<file path="src/rtl/freq_meter.sv">
// freq_meter: measures a slow square wave that is asynchronous to clkin.
// After a start pulse it waits for an arming rising edge. It then counts
// rising edges over a window of GATE_CYCLES clkin cycles, and records the
// clkin period between the last two counted edges.
//
// Ports:
//   clkin   system clock
//   rst     asynchronous reset, active low
//   en      1 = counters and FSM advance, 0 = everything frozen
//   start   measurement request, sampled only in IDLE
//   sig_in  measured signal, asynchronous to clkin
//   busy    high in ARM, MEASURE and DONE
//   done    one-cycle strobe while the new results are presented
//   freq    rising edges counted in the gate window
//   period  clkin cycles between the last two counted edges (0 if no edge)
//   ovf     a counter saturated during the last measurement
//   nosig   the last measurement timed out in ARM without seeing an edge
//
// state   | meaning
// IDLE    | waiting for start
// ARM     | waiting for the arming edge, timeout after GATE_CYCLES
// MEASURE | gate window open, counting edges and the period
// DONE    | results presented for one cycle, done high
module freq_meter #(
  parameter int GATE_CYCLES = 50000000,
  parameter int CNT_W       = 32,
  parameter int PER_W       = 32
) (
  input  logic             clkin,
  input  logic             rst,
  input  logic             en,
  input  logic             start,
  input  logic             sig_in,
  output logic             busy,
  output logic             done,
  output logic [CNT_W-1:0] freq,
  output logic [PER_W-1:0] period,
  output logic             ovf,
  output logic             nosig
);

  localparam int GATE_W = $clog2(GATE_CYCLES) + 1;
  localparam logic [GATE_W-1:0] GATE_LAST = GATE_W'(GATE_CYCLES - 1);
  localparam logic [CNT_W-1:0]  CNT_MAX   = '1;
  localparam logic [PER_W-1:0]  PER_MAX   = '1;

  typedef enum logic [1:0] {IDLE, ARM, MEASURE, DONE} state_t;

  state_t state_q, state_d;

  logic s1, s2, s3;
  logic rise;

  logic [GATE_W-1:0] gate_q, gate_d;
  logic [PER_W-1:0]  per_q, per_d;
  logic [PER_W-1:0]  last_q, last_d;
  logic [CNT_W-1:0]  edge_q, edge_d;
  logic              ovfw_q, ovfw_d;

  logic [CNT_W-1:0]  freq_d;
  logic [PER_W-1:0]  period_d;
  logic              ovf_d, nosig_d;

  // Values after this MEASURE cycle. They are used both for the working
  // registers and for the outputs on the last window cycle, so a rise on
  // that cycle still reaches the result.
  logic [CNT_W-1:0]  edge_n;
  logic [PER_W-1:0]  per_n;
  logic [PER_W-1:0]  last_n;
  logic              ovf_n;

  // Two-flop synchronizer plus an edge flop. Every edge sees the same
  // latency, so edge-to-edge periods are exact. It runs regardless of en.
  always_ff @(posedge clkin or negedge rst) begin
    if (!rst) begin
      s1 <= 1'b0;
      s2 <= 1'b0;
      s3 <= 1'b0;
    end else begin
      s1 <= sig_in;
      s2 <= s1;
      s3 <= s2;
    end
  end

  assign rise = s2 & ~s3;

  always_comb begin
    state_d  = state_q;
    gate_d   = gate_q;
    per_d    = per_q;
    last_d   = last_q;
    edge_d   = edge_q;
    ovfw_d   = ovfw_q;
    freq_d   = freq;
    period_d = period;
    ovf_d    = ovf;
    nosig_d  = nosig;
    edge_n   = edge_q;
    per_n    = per_q;
    last_n   = last_q;
    ovf_n    = ovfw_q;

    if (en) begin
      case (state_q)
        IDLE: begin
          if (start) begin
            gate_d  = '0;
            per_d   = '0;
            last_d  = '0;
            edge_d  = '0;
            ovfw_d  = 1'b0;
            state_d = ARM;
          end
        end

        ARM: begin
          if (rise) begin
            // The arming edge only opens the window and is not counted.
            gate_d  = '0;
            per_d   = '0;
            edge_d  = '0;
            state_d = MEASURE;
          end else if (gate_q == GATE_LAST) begin
            freq_d   = '0;
            period_d = '0;
            ovf_d    = 1'b0;
            nosig_d  = 1'b1;
            state_d  = DONE;
          end else begin
            gate_d = gate_q + GATE_W'(1);
          end
        end

        MEASURE: begin
          if (rise) begin
            if (edge_q == CNT_MAX) ovf_n = 1'b1;
            else                   edge_n = edge_q + CNT_W'(1);
            if (per_q == PER_MAX) begin
              ovf_n  = 1'b1;
              last_n = PER_MAX;
            end else begin
              last_n = per_q + PER_W'(1);
            end
            per_n = '0;
          end else begin
            if (per_q == PER_MAX) ovf_n = 1'b1;
            else                  per_n = per_q + PER_W'(1);
          end

          edge_d = edge_n;
          per_d  = per_n;
          last_d = last_n;
          ovfw_d = ovf_n;

          if (gate_q == GATE_LAST) begin
            freq_d   = edge_n;
            period_d = (edge_n != '0) ? last_n : '0;
            ovf_d    = ovf_n;
            nosig_d  = 1'b0;
            state_d  = DONE;
          end else begin
            gate_d = gate_q + GATE_W'(1);
          end
        end

        DONE: begin
          state_d = IDLE;
        end

        default: begin
          state_d = IDLE;
        end
      endcase
    end
  end

  always_ff @(posedge clkin or negedge rst) begin
    if (!rst) begin
      state_q <= IDLE;
      gate_q  <= '0;
      per_q   <= '0;
      last_q  <= '0;
      edge_q  <= '0;
      ovfw_q  <= 1'b0;
      freq    <= '0;
      period  <= '0;
      ovf     <= 1'b0;
      nosig   <= 1'b0;
    end else begin
      state_q <= state_d;
      gate_q  <= gate_d;
      per_q   <= per_d;
      last_q  <= last_d;
      edge_q  <= edge_d;
      ovfw_q  <= ovfw_d;
      freq    <= freq_d;
      period  <= period_d;
      ovf     <= ovf_d;
      nosig   <= nosig_d;
    end
  end

  // Results are loaded on the edge entering DONE, so the strobe and the new
  // values appear together. Gating with en keeps done low while frozen.
  assign busy = (state_q != IDLE);
  assign done = en && (state_q == DONE);

endmodule

</file>
<file path="config.mk">
export PLATFORM = sky130hd
export DESIGN_NAME = freq_meter
export DESIGN_NICKNAME = d
export VERILOG_FILES = /design/src/rtl/freq_meter.sv
export SDC_FILE = /design/constraint.sdc
export NUM_CORES = 1
export LEC_CHECK = 0
export CAP_MARGIN = 20
export CORE_UTILIZATION = 35
export CTS_CLUSTER_DIAMETER = 40
export CTS_CLUSTER_SIZE = 8
export DETAILED_ROUTE_END_ITERATION = 12
export PLACE_DENSITY = 0.59
export SYNTH_ARGS = -nofsm -noshare
export SYNTH_HDL_FRONTEND = slang
export SYNTH_SLANG_ARGS = --single-unit
</file>
<file path="constraint.sdc">
create_clock -name clkin -period 3.5 [get_ports clkin]
set_input_delay 0.7 -clock clkin [delete_from_list [all_inputs] [get_ports clkin]]
set_output_delay 0.7 -clock clkin [all_outputs]
set_load 0.01 [all_outputs]
</file>
* Word-level counts from Yosys, hierarchy flattened *
Index checks and enable logic that the tools add are counted.

storage, ports and cells
  flip-flop bits (word level) = 195
  bits in latches = 0
  RAM bits = 0
  memory bits (read-only) = 0
  word-level logic and storage cells = 84
  memories kept = 0

operators by class
  add/subtract/negate cells = 3
  multiply operators = 0
  div/mod/pow operators = 0
  $lt $le $gt $ge = 0
  equal/unequal tests = 12
  shift operators = 0
  mux-type cells = 41
  bitwise logic cells = 2
  reductions and logical operators = 13

operators by type and width
  operator                 number
  $mux W32                 15
  $pmux W32 S2             3
  $pmux W32 S3             2
  $mux W27                 3
  $pmux W27 S3             1
  $add A32 B1 Y32 const B  2
  $eq A32 B32 Y1 const B   2
  $reduce_bool A32 Y1      1
  $add A27 B1 Y27 const B  1
  $eq A27 B26 Y1 const B   1
  $mux W1                  10
  $ne A2 B2 Y1 const B     5
  $reduce_and A5 Y1        2
  $pmux W2 S4              1
  $mux W2                  3
  $pmux W1 S2              3
  $reduce_and A3 Y1        2
  $reduce_bool A2 Y1       3
  $eq A2 B2 Y1 const B     2
  $reduce_and A4 Y1        1
  $ne A3 B3 Y1 const B     1
  $reduce_bool A3 Y1       1
  $eq A2 B1 Y1 const B     1
  $logic_not A2 Y1         1
  4 further kinds          4

* Depth between registers and ports, before layout *
Gate-level depths: netlist of the first run.

  depth after elaboration = 9
  depth in mapped cells = 12
  gate-level depth less buffers = 10

* Worst setup path before layout of the first run *
OpenSTA, ideal clock, no wires.

  path kind = reg2reg
  from = register edge_q[1]
  to = register period[11]
  library setup time = 121 ps
  data arrival time = 3110 ps
  required time = 3379 ps
  slack = 269 ps
  stages on the path, launching flop included = 11
  path through = dfrtp_1 > ha_1 > nand3_1 > or4_1 > nor4_1 > xnor2_1 > nand4_1 > or4_4 > nor4_4 > buf_6 > nor2_2

on the way
  cells in the longest elaborated chain, start to end = 9

RTL lines
  element                                                   line      RTL
  start: declaration                                        57        logic [CNT_W-1:0] edge_q, edge_d;
  start signal: assignment                                  195       edge_q <= edge_d;
  $add A32 B1 Y32 / $eq A32 B32 Y1 (equally long branches)  138, 137
  $mux W32                                                  137       if (edge_q == CNT_MAX) ovf_n = 1'b1;
  $mux W32 *                                                136       if (rise) begin
  $mux W32 *                                                105       case (state_q)
  $mux W32 *                                                104       if (en) begin
  $reduce_bool A32 Y1 *                                     158       period_d = (edge_n != '0) ? last_n : '0;
  $mux W32 *                                                158
  $mux W32 *                                                156       if (gate_q == GATE_LAST) begin
  $pmux W32 S2 *                                            105
  end signal: assignment                                    198       period <= period_d;
  end: declaration                                          37        output logic [PER_W-1:0] period,

Every way passes the cells marked *; elsewhere a longest branch is shown, timed or not. The select of a mux whose other input is x is not followed.
A chain may end at the register's enable or synchronous reset.

* Final worst setup path of the first run *
  from = register edge_q[17]
  to = register period[20]

Same word-level chain as after synthesis.

==> metrics.txt, run 1 <==
Syn Nets 1295; fin crit share 0.9422; internal power 3.615 mW; clock slew at reported path FFs 0.08 ns; Final setup viols 0; Max IR drop VDD 0.0003439 V; Initial Util 0.3585; Syn. warnings 0; fin util 0.4170; die area 0.03230 mm2; top post-synthesis cells by area dfrtp_1, o21ai_0, nand2_1; Post-Place Cell Area 0.01224 mm2; hold_buf cts 0; Pwr Density 420.4 mW/mm2; H-tree depth 4; Simple-Gate Fraction of Synth Area 0.2387; Setup Fix Bufs, Post-CTS 0; CTS Sinks 195; EDFF count, synth 0; Worst Setup Path Type reg -> reg; Mapped Cells 1281; outcome finished with violations; Net Sw Power 1.790 mW; filler cell count 3067; worst hold path class in -> async; Clock Latency Late Sink 0.45 ns; Ports 73; synth unique cells 74; first drt pass iteration count 10; Synth Area in XOR/XNOR 0.05784; combinational share of power 0.169; relative slew slack 0.4633; endpoint class of the critical path flop; most used routing layer met2; fin nets 1347; largest area contributor in the netlist dfrtp_1; worst hold slack 0.2413 ns; minimum clock period after layout 3.298 ns; register area share after synthesis 0.4415; main combinational cell family by area after synthesis simple AND/OR/NAND/NOR gates; Final GP Congestion 0.9939; Seq pwr share 0.455; Slew Limit Fails 0; GRT met2 Usage 0.3160; Reg2Reg Launch Point edge_q[17]$_DFFE_PN0P_; Worst Clk Skew 0.01429 ns; kind of start point of the critical path flop; CTS Buf Count 17; Vias 9662; Antenna diodes 0; compound-cell area share of the yosys netlist 0.1905; Post-synth top flop dfrtp_1; crit-path max FO 32; final antenna-violating net count 0; Die Height 179.7 um; fraction of layout cells with a size suffix above 1 0.1025; clock share of power 0.376; CTS root buffer clkbuf_16; CP Launch Point edge_q[17]$_DFFE_PN0P_; Synth Area per Inst 8.628 um2; row cnt 64; Area growth syn-to-layout 16.32%; multi-input logic area 0.005608 mm2; drt drc 6; Static Leakage 5.187 nW; RSZ-0062 raised after global routing no; largest net degree at the start of global routing 74; Post-Layout Inst Area 0.01286 mm2; Worst-Margin Slew 0.8020 ns; Die Width 179.7 um; final hold vios 0; pre-CTS setup slack 0.2213 ns; FF/Latch Area 0.004881 mm2; initial antenna violation count 0; vias per cell 5.546; DRT iter0 DRCs 870; Post-Synth Adder-Cell Area 0.01019; final worst slack 0.2025 ns; top cell type's share of synthesized area 0.4415; Async S/R FF share, synth 1.000; met1 GRT Util 0.2848; first-pass GRT wire length 51630 um; mux cell area share after synthesis 0.009056; WP data required 3.83 ns; Core ar. 0.03083 mm2; GRT Overall Usage 0.1995; IO buf count 72; failing checks DRC; M3 GR Usage 0.02897; reg-to-reg setup timing slack 0.20 ns; setup TNS 0 ns; worst reg2reg endpoint period[20]$_DFFE_PN0P_; CTS tree yes; Sw Share 0.3312; R2R cell count 9; drt total wl 31470 um; hpwl dp 21710 um; Max Root-Sink Buffers 2; Achievable Freq 303.3 MHz; Critical Path AT 3.63 ns; Syn Std Cell Area 0.01105 mm2; Overflow after GRT 0; number of global-route vias before repair 9165; maxcap violations 0; drt wl/cell 18.06 um; flip-flop and latch count after synthesis 195
-- state kept, by name, summed over array words and instances, names as in the netlist, 2 cells and up --
name and count:
edge_q 32, freq 32, last_q 32, per_q 32, period 32, gate_q 27
state_q 2
-- power by group through the flow --
stage	clock (mW)	sequential, mW	combinational [mW]
detailed placement	0	2.50	0.915
global placement	0	2.50	0.896
floorplan	0	2.48	0.602
CTS	2.09	2.46	0.919
finish	2.03	2.46	0.912
global route	2.17	2.48	1.03
-- worst max-delay path, cell delays in order (launching register included) --
cell     delay (ns)
dfrtp_1        0.42
inv_1          0.13
or3_4          0.43
or3_1          0.43
nor4b_1        0.36
xor2_1         0.15
or4_4          0.56
nor4_4         0.33
buf_12         0.28
nor2_1         0.09
-- repair_timing --
| action | CTS | global route |
|---|---|---|
| setup endpoints to repair | 0 | 12 |
| gates resized for setup | 0 | 2 |
| hold endpoints to repair | 0 | 0 |
-- Yosys cell counts (3+ instances only) --
cell type / number
and3_1: 21
buf_2: 8
o21ai_0: 139
a21oi_2: 11
or3_1: 10
and3_2: 3
nand3_1: 51
ha_1: 9
mux2i_1: 10
o31ai_1: 35
a31oi_1: 10
nor2b_1: 6
and2_1: 8
a22o_1: 14
xor2_1: 31
nand2_1: 174
buf_6: 8
and4_1: 11
or4_1: 7
a22oi_1: 11
o22a_1: 5
dfrtp_1: 195
nor2_2: 9
nor3_1: 23
nor4_1: 15
nor4b_1: 5
nor2_1: 133
clkbuf_1: 69
inv_1: 18
clkbuf_8: 6
o211ai_1: 16
o21a_1: 3
nand4_1: 28
a21oi_1: 68
a211oi_1: 9
nand2b_1: 8
xnor2_1: 42
-- routing by layer --
layer	wire, um	share of wire
met2	14610	0.46
met1	14980	0.48
met4	418	0.013
met3	1455	0.046
met5	0	0
-- stage by stage --
stage | total power [mW] | std cells
3_5_place_dp | 3.419 | 1709
4_1_cts | 5.464 | 1741
3_3_place_gp | 3.394 | 1709
2_1_floorplan | 3.086 | 1281
5_1_grt | 5.681 | 1742
6_report | 5.405 | 1742
-- cell type report --
class / instances / area share
Clock inverter: 15 / 0.01392
Clock buffer: 17 / 0.03309
Tap cell: 396 / 0.03854
Inverter: 20 / 0.005839
Multi-Input combinational cell: 970 / 0.4362
Timing Repair Buffer: 129 / 0.09284
Sequential cell: 195 / 0.3796
-- layout by cell type (no fill, tap or decap), types with 11 or more instances in the layout --
cell type and instances:
dfrtp_1 194, nand2_1 174, o21ai_0 139, nor2_1 131, clkdlybuf4s50_1 71, a21oi_1 68
buf_4 53, nand3_1 51, xnor2_1 42, o31ai_1 35, xor2_1 31, nand4_1 28
nor3_1 23, and3_1 21, inv_1 18, clkbuf_16 17, o211ai_1 16, nor4_1 15
a22o_1 14, and4_1 11, nor2_2 11, a22oi_1 11, a21oi_2 11
-- worst max path at each step --
stage	end	slack, ns	cells after the start
after floorplan	period[11]$_DFFE_PN0P_	0.27	10
after global placement	period[17]$_DFFE_PN0P_	0.28	9
after detailed placement	period[21]$_DFFE_PN0P_	0.22	9
after CTS	period[21]$_DFFE_PN0P_	0.19	9
after global routing	period[20]$_DFFE_PN0P_	0.004	9
final	period[20]$_DFFE_PN0P_	0.20	9
-- cell families after synthesis --
group | count (synthesis)
adder cells (fa/ha/maj) | 9
AO/OA/AOI/OAI | 343
multiplexers | 10
AND/OR/NAND/NOR | 535
flip-flops | 195
XOR/XNOR | 73
buffers and inverters | 116
Power figures use the tool's default switching activity.
==> inputs of run 2 (changes only) <==
--- a/config.mk
+++ b/config.mk
@@ -6,6 +6,7 @@
 export NUM_CORES = 1
 export LEC_CHECK = 0
 export CAP_MARGIN = 20
+export CORE_MARGIN = 1
 export CORE_UTILIZATION = 35
 export CTS_CLUSTER_DIAMETER = 40
 export CTS_CLUSTER_SIZE = 8
==> results of run 2 <==
No change in the layout: final DEF, timing and power equal those of run 1.
